`config.mk`:
```
export PLATFORM = sky130hd
export DESIGN_NAME = pll_lock_monitor
export DESIGN_NICKNAME = d
export VERILOG_FILES = /design/src/rtl/pll_lock_monitor.sv
export SDC_FILE = /design/constraint.sdc
export NUM_CORES = 1
export LEC_CHECK = 0
export ABC_AREA = 1
export CORE_MARGIN = 2
export CORE_UTILIZATION = 44
export DETAILED_ROUTE_END_ITERATION = 7
export HOLD_SLACK_MARGIN = 0.06
export PLACE_DENSITY = 0.69
export REMOVE_ABC_BUFFERS = 1
export SYNTH_ARGS = -nofsm -noshare
export SYNTH_HDL_FRONTEND = slang
export SYNTH_SLANG_ARGS = --single-unit
```
`constraint.sdc`:
```
create_clock -name sys_clk -period 1.9 [get_ports sys_clk]
set_input_delay 0.285 -clock sys_clk [delete_from_list [all_inputs] [get_ports sys_clk]]
set_output_delay 0.285 -clock sys_clk [all_outputs]
set_load 0.005 [all_outputs]
```
`src/rtl/pll_lock_monitor.sv`:
```
// pll_lock_monitor: turns the PLL's asynchronous locked flag into a debounced,
// synchronous reset for PLL-domain logic and counts lock-loss events.
// Optional build macro PLL_MON_TIMEOUT_EN adds a sticky lock-timeout flag
// (lock_err). Without it, lock_err is tied low.
//
// state | meaning
// ------+--------------------------------------------------------------
// WAIT  | reset held; qualifying locked_s for STABLE_CNT cycles
// RUN   | reset released; any locked_s low goes to LOST
// LOST  | reset held for HOLD_CNT cycles regardless of locked
// 2'b11 | illegal; recovers to WAIT on the next edge
module pll_lock_monitor #(
    parameter int STABLE_CNT  = 1000,
    parameter int HOLD_CNT    = 16,
    parameter int TIMEOUT_CNT = 50000,
    parameter int CNT_W       = 16
) (
    input  logic       sys_clk,
    input  logic       sys_rst,
    input  logic       locked,
    input  logic       loss_clr,
    output logic       rst_out,
    output logic       rst_out_n,
    output logic       lock_ok,
    output logic [7:0] loss_cnt,
    output logic       lock_err,
    output logic [1:0] state
);

    typedef enum logic [1:0] {
        ST_WAIT = 2'b00,
        ST_RUN  = 2'b01,
        ST_LOST = 2'b10
    } state_t;

    localparam logic [CNT_W-1:0] STABLE_M1 = CNT_W'(STABLE_CNT - 1);
    localparam logic [CNT_W-1:0] HOLD_M1   = CNT_W'(HOLD_CNT - 1);

    logic             sync1_q, sync1_d;
    logic             sync2_q, sync2_d;
    logic             locked_s;
    state_t           state_q, state_d;
    logic [CNT_W-1:0] cnt_q, cnt_d;
    logic [7:0]       loss_cnt_q, loss_cnt_d;
    logic [7:0]       loss_base;
    logic             loss_evt;
    logic             rst_out_q, rst_out_d;
    logic             rst_out_n_q, rst_out_n_d;
    logic             lock_ok_q, lock_ok_d;

    assign locked_s = sync2_q;

    // Next-state, qualify/hold counter and loss-count update.
    always_comb begin
        sync1_d  = locked;
        sync2_d  = sync1_q;
        state_d  = state_q;
        cnt_d    = cnt_q;
        loss_evt = 1'b0;
        case (state_q)
            ST_WAIT: begin
                if (locked_s) begin
                    if (cnt_q == STABLE_M1) begin
                        state_d = ST_RUN;
                        cnt_d   = '0;
                    end else begin
                        cnt_d = cnt_q + 1'b1;
                    end
                end else begin
                    cnt_d = '0;
                end
            end
            ST_RUN: begin
                if (!locked_s) begin
                    state_d  = ST_LOST;
                    cnt_d    = '0;
                    loss_evt = 1'b1;
                end
            end
            ST_LOST: begin
                if (cnt_q == HOLD_M1) begin
                    state_d = ST_WAIT;
                    cnt_d   = '0;
                end else begin
                    cnt_d = cnt_q + 1'b1;
                end
            end
            default: begin
                state_d = ST_WAIT;
                cnt_d   = '0;
            end
        endcase

        // clear takes effect first so a coincident loss still counts as one
        loss_base  = loss_clr ? 8'd0 : loss_cnt_q;
        loss_cnt_d = (loss_evt && (loss_base != 8'hFF)) ? loss_base + 8'd1 : loss_base;

        rst_out_d   = (state_d != ST_RUN);
        rst_out_n_d = (state_d == ST_RUN);
        lock_ok_d   = (state_d == ST_RUN);
    end

    // Register state, counters, synchronizer and outputs; sys_rst wins.
    always_ff @(posedge sys_clk) begin
        if (sys_rst) begin
            sync1_q     <= 1'b0;
            sync2_q     <= 1'b0;
            state_q     <= ST_WAIT;
            cnt_q       <= '0;
            loss_cnt_q  <= 8'd0;
            rst_out_q   <= 1'b1;
            rst_out_n_q <= 1'b0;
            lock_ok_q   <= 1'b0;
        end else begin
            sync1_q     <= sync1_d;
            sync2_q     <= sync2_d;
            state_q     <= state_d;
            cnt_q       <= cnt_d;
            loss_cnt_q  <= loss_cnt_d;
            rst_out_q   <= rst_out_d;
            rst_out_n_q <= rst_out_n_d;
            lock_ok_q   <= lock_ok_d;
        end
    end

`ifdef PLL_MON_TIMEOUT_EN
    localparam logic [CNT_W-1:0] TMO_MAX = CNT_W'(TIMEOUT_CNT);

    logic [CNT_W-1:0] tmo_cnt_q, tmo_cnt_d;
    logic             lock_err_q, lock_err_d;
    logic             tmo_run;

    // Timeout count only while staying in WAIT; any exit restarts it.
    always_comb begin
        tmo_run   = (state_q == ST_WAIT) && (state_d == ST_WAIT);
        tmo_cnt_d = '0;
        if (tmo_run) begin
            tmo_cnt_d = (tmo_cnt_q == TMO_MAX) ? tmo_cnt_q : tmo_cnt_q + 1'b1;
        end
        lock_err_d = lock_err_q | (tmo_run && (tmo_cnt_d == TMO_MAX));
    end

    // Timeout counter and sticky error flag.
    always_ff @(posedge sys_clk) begin
        if (sys_rst) begin
            tmo_cnt_q  <= '0;
            lock_err_q <= 1'b0;
        end else begin
            tmo_cnt_q  <= tmo_cnt_d;
            lock_err_q <= lock_err_d;
        end
    end

    assign lock_err = lock_err_q;
`else
    logic unused_timeout;
    assign unused_timeout = (TIMEOUT_CNT > 0);
    assign lock_err       = 1'b0;
`endif

    assign rst_out   = rst_out_q;
    assign rst_out_n = rst_out_n_q;
    assign lock_ok   = lock_ok_q;
    assign loss_cnt  = loss_cnt_q;
    assign state     = state_q;

endmodule

```
==> results.cfg <==
[grt]
grtUsageMet1_pct = 23.6
gr-total-overflow = 0
track_usage_pct = 18.2
grt_start_max_net_pins = 16
use_met3_pct = 4.36
grt_pass1_wl_um = 7130
grt_antenna_before_repair = 0
gr-usage-met2_pct = 27.6
grt_pass1_vias = 1612
busiest_layer = met2

[yosys]
synth_area_leaders = dfxtp_1 32%, nand2_1 17%, nand3_1 8.2%, inv_1 8.1%, nor2_1 6.9%
ys.flop_type = dfxtp_1
yosysUniqueCellTypes = 31
synth-edff-count = 0
synth_top_area_share_pct = 31.7
syn_area_per_cell_um2 = 6.28
yosysSeqAreaShare_pct = 31.7
yosysMostFrequentCell = nand2_1
syn_area_um2 = 1900
ys_top_cells_by_count = 84 x nand2_1, 41 x inv_1, 35 x nor2_1, 31 x nand3_1, 30 x dfxtp_1
ys_ff_latch = 30
ys_warn_count = 0
async_flop_share_pct = 0
synth_cells = 302
yosysTopAreaCell = dfxtp_1

[placement]
dp_cells = 365
postPlaceCellArea_um2 = 2100
io_buffers = 16
dpl.hpwl_um = 3060
place_congestion = 0.836

[sta]
fin_crit_ps = 1670
drv_slew = 0
min_period_over_period_pct = 88.0
clock_skew_ps = 6.11
final_hold_viol_count = 0
setup_viol = 0
fmax_mhz = 598
relSlewSlack_pct = 66.1
grt_setup_unrepaired = false
tightestPinTransition_ps = 508

[final_layout]
num-fill-cells = 411
post-route-util_pct = 54.9
num_antenna_cells = 0
final_layout_size_suffix_gt1_share_pct = 13.3
nets = 328
finalInstanceArea_um2 = 2240
area_delta_synth_final_pct = 18.2
fin_cells = 373

[worst_setup_path]
cp-start-kind = flip-flop
critPathRequiredTime_ps = 2090
crit_arrival_ps = 1860
worstPathMaxFanout = 11
critPathCaptureType = flip-flop
critPathMaxStageDelay_ps = 420
critPathSlowestCell = dfxtp_1
path_cells = ha_1, nand2_2, inv_2, nand2_1, nor2_1, nand2_1, nand3_2, nand2_2, o21ai_2, inv_1
criticalPathCategory = flip-flop to flip-flop

[clock_tree]
cts_resized = 0
cts_setup_buffers = 0
h-tree-depth = 2
cts-root-buf = clkbuf_8
worstSkewPairLatency_ps = 290
cts_max_path_buffers = 2
numCtsBuffers = 5
clock-sinks = 30
clk_pin_slew_ps = 70
cts_hold_buf = 0
cts_tree = built

[run_status]
outcome = finished clean

[detailed_routing]
drc = 0
via_count = 1833
drt_iter0_markers = 75
firstDrtPassIters = 4
routed_via_density = 4.91
routed_wl_um = 4180
drt-wirelength-per-cell_um = 11.2
ant_nets = 0

[job]
timing.max_cap.violations = 0

[die]
rows = 23
die_h_um = 69.7
core_um2 = 4090
start_util_pct = 46.4
die_width_um = 69.7
die_area_um2 = 4850
io_pins = 18

[power_and_ir_drop]
ir_drop_v = 0.000397
power.density_nw_per_um2 = 668
p_leak_nw = 1.03

[worst_hold_path]
hp-class = flip-flop to flip-flop
==> layer usage <==
layer	vias to the layer above	share of wire [%]
met5	-	0
met2	25	45
li1	981	-
met4	0	1.8
met3	8	2.9
met1	819	50
==> final cells by class <==
class / instances / area [um2] / share of cell area, %
Multi-Input combinational cell: 216 / 1060 / 47.1
Sequential cell: 30 / 601 / 26.8
Timing Repair Buffer: 21 / 198 / 8.82
Inverter: 48 / 183 / 8.15
Clock buffer: 6 / 82.6 / 3.68
Tap cell: 50 / 62.6 / 2.79
Clock inverter: 2 / 60.1 / 2.68
==> registers in the layout, indices dropped and copies added (netlist names) <==
signal    flops
cnt_q        16
sync1_q       1
locked_s      1
rst_out       1
lock_ok       1
state         2
loss_cnt      8
==> metrics by stage <==
step | power, mW | worst slack [ps] | setup TNS, ps | hold WS, ps
floorplan | 0.666 | 369 | 0 | 347
CTS | 1.51 | 217 | 0 | 414
detailed placement | 0.689 | -37.6 | -83.9 | 405
global placement | 0.689 | 42.1 | 0 | 390
finish | 1.50 | 227 | 0 | 418
global route | 1.55 | 53.6 | 0 | 460
==> power breakdown <==
group | switching (mW) | internal (mW)
logic | 0.0235 | 0.0138
registers | 0.00489 | 0.632
clock network | 0.264 | 0.559
total | 0.292 | 1.21
==> path summary, 6_finish.rpt <==
path                                             from                     to  cells after the start  slack, ps
worst min register to register     sync1_q$_SDFF_PP0_    locked_s$_SDFF_PP0_                      2        420
worst max-delay path            cnt_q[0]$_SDFFE_PP0P_  cnt_q[0]$_SDFFE_PP0P_                     10        230
worst min-delay path               sync1_q$_SDFF_PP0_    locked_s$_SDFF_PP0_                      2        420
worst max register to register  cnt_q[0]$_SDFFE_PP0P_  cnt_q[0]$_SDFFE_PP0P_                     10        230
==> cells by family (layout without fill, tap and decap cells) <==
kind of cell	after synthesis	after routing	synth area share [%]
simple gates	184	184	45.2
buf+inv	56	77	12.7
flops	30	30	31.7
compound gates	26	26	7.59
xor+xnor	3	3	1.39
fa+ha+maj	2	2	1.32
other cells	1	1	0.198
==> layout by cell type (no fill, tap or decap) <==
cell type	synthesis	final
a21oi_1	15	15
a21oi_2	1	1
buf_4	3	5
bufinv_16	0	2
clkbuf_8	0	6
clkdlybuf4s50_1	0	16
clkinv_1	1	1
clkinv_2	2	2
conb_1	1	1
dfxtp_1	30	30
ha_1	2	2
inv_1	41	41
inv_2	4	4
nand2_1	84	84
nand2_2	8	8
nand2_4	2	2
nand3_1	31	31
nand3_2	1	1
nand4_1	10	10
nor2_1	35	35
nor2_2	5	5
nor2_4	2	2
nor3_1	2	2
nor3_4	2	2
nor3b_1	1	1
o211ai_1	1	1
o21ai_0	6	6
o21ai_1	1	1
o21ai_2	2	2
or2_2	1	1
xor2_1	3	3
==> worst max-delay path: cells and delay by family, from the launching register on <==
kind	cells	cell delay [ps]
AO/OA/AOI/OAI	1	150
adder cells (fa/ha/maj)	1	270
buffers and inverters	2	120
flip-flops	1	420
AND/OR/NAND/NOR	6	600
(Power assumes the default switching activity.)
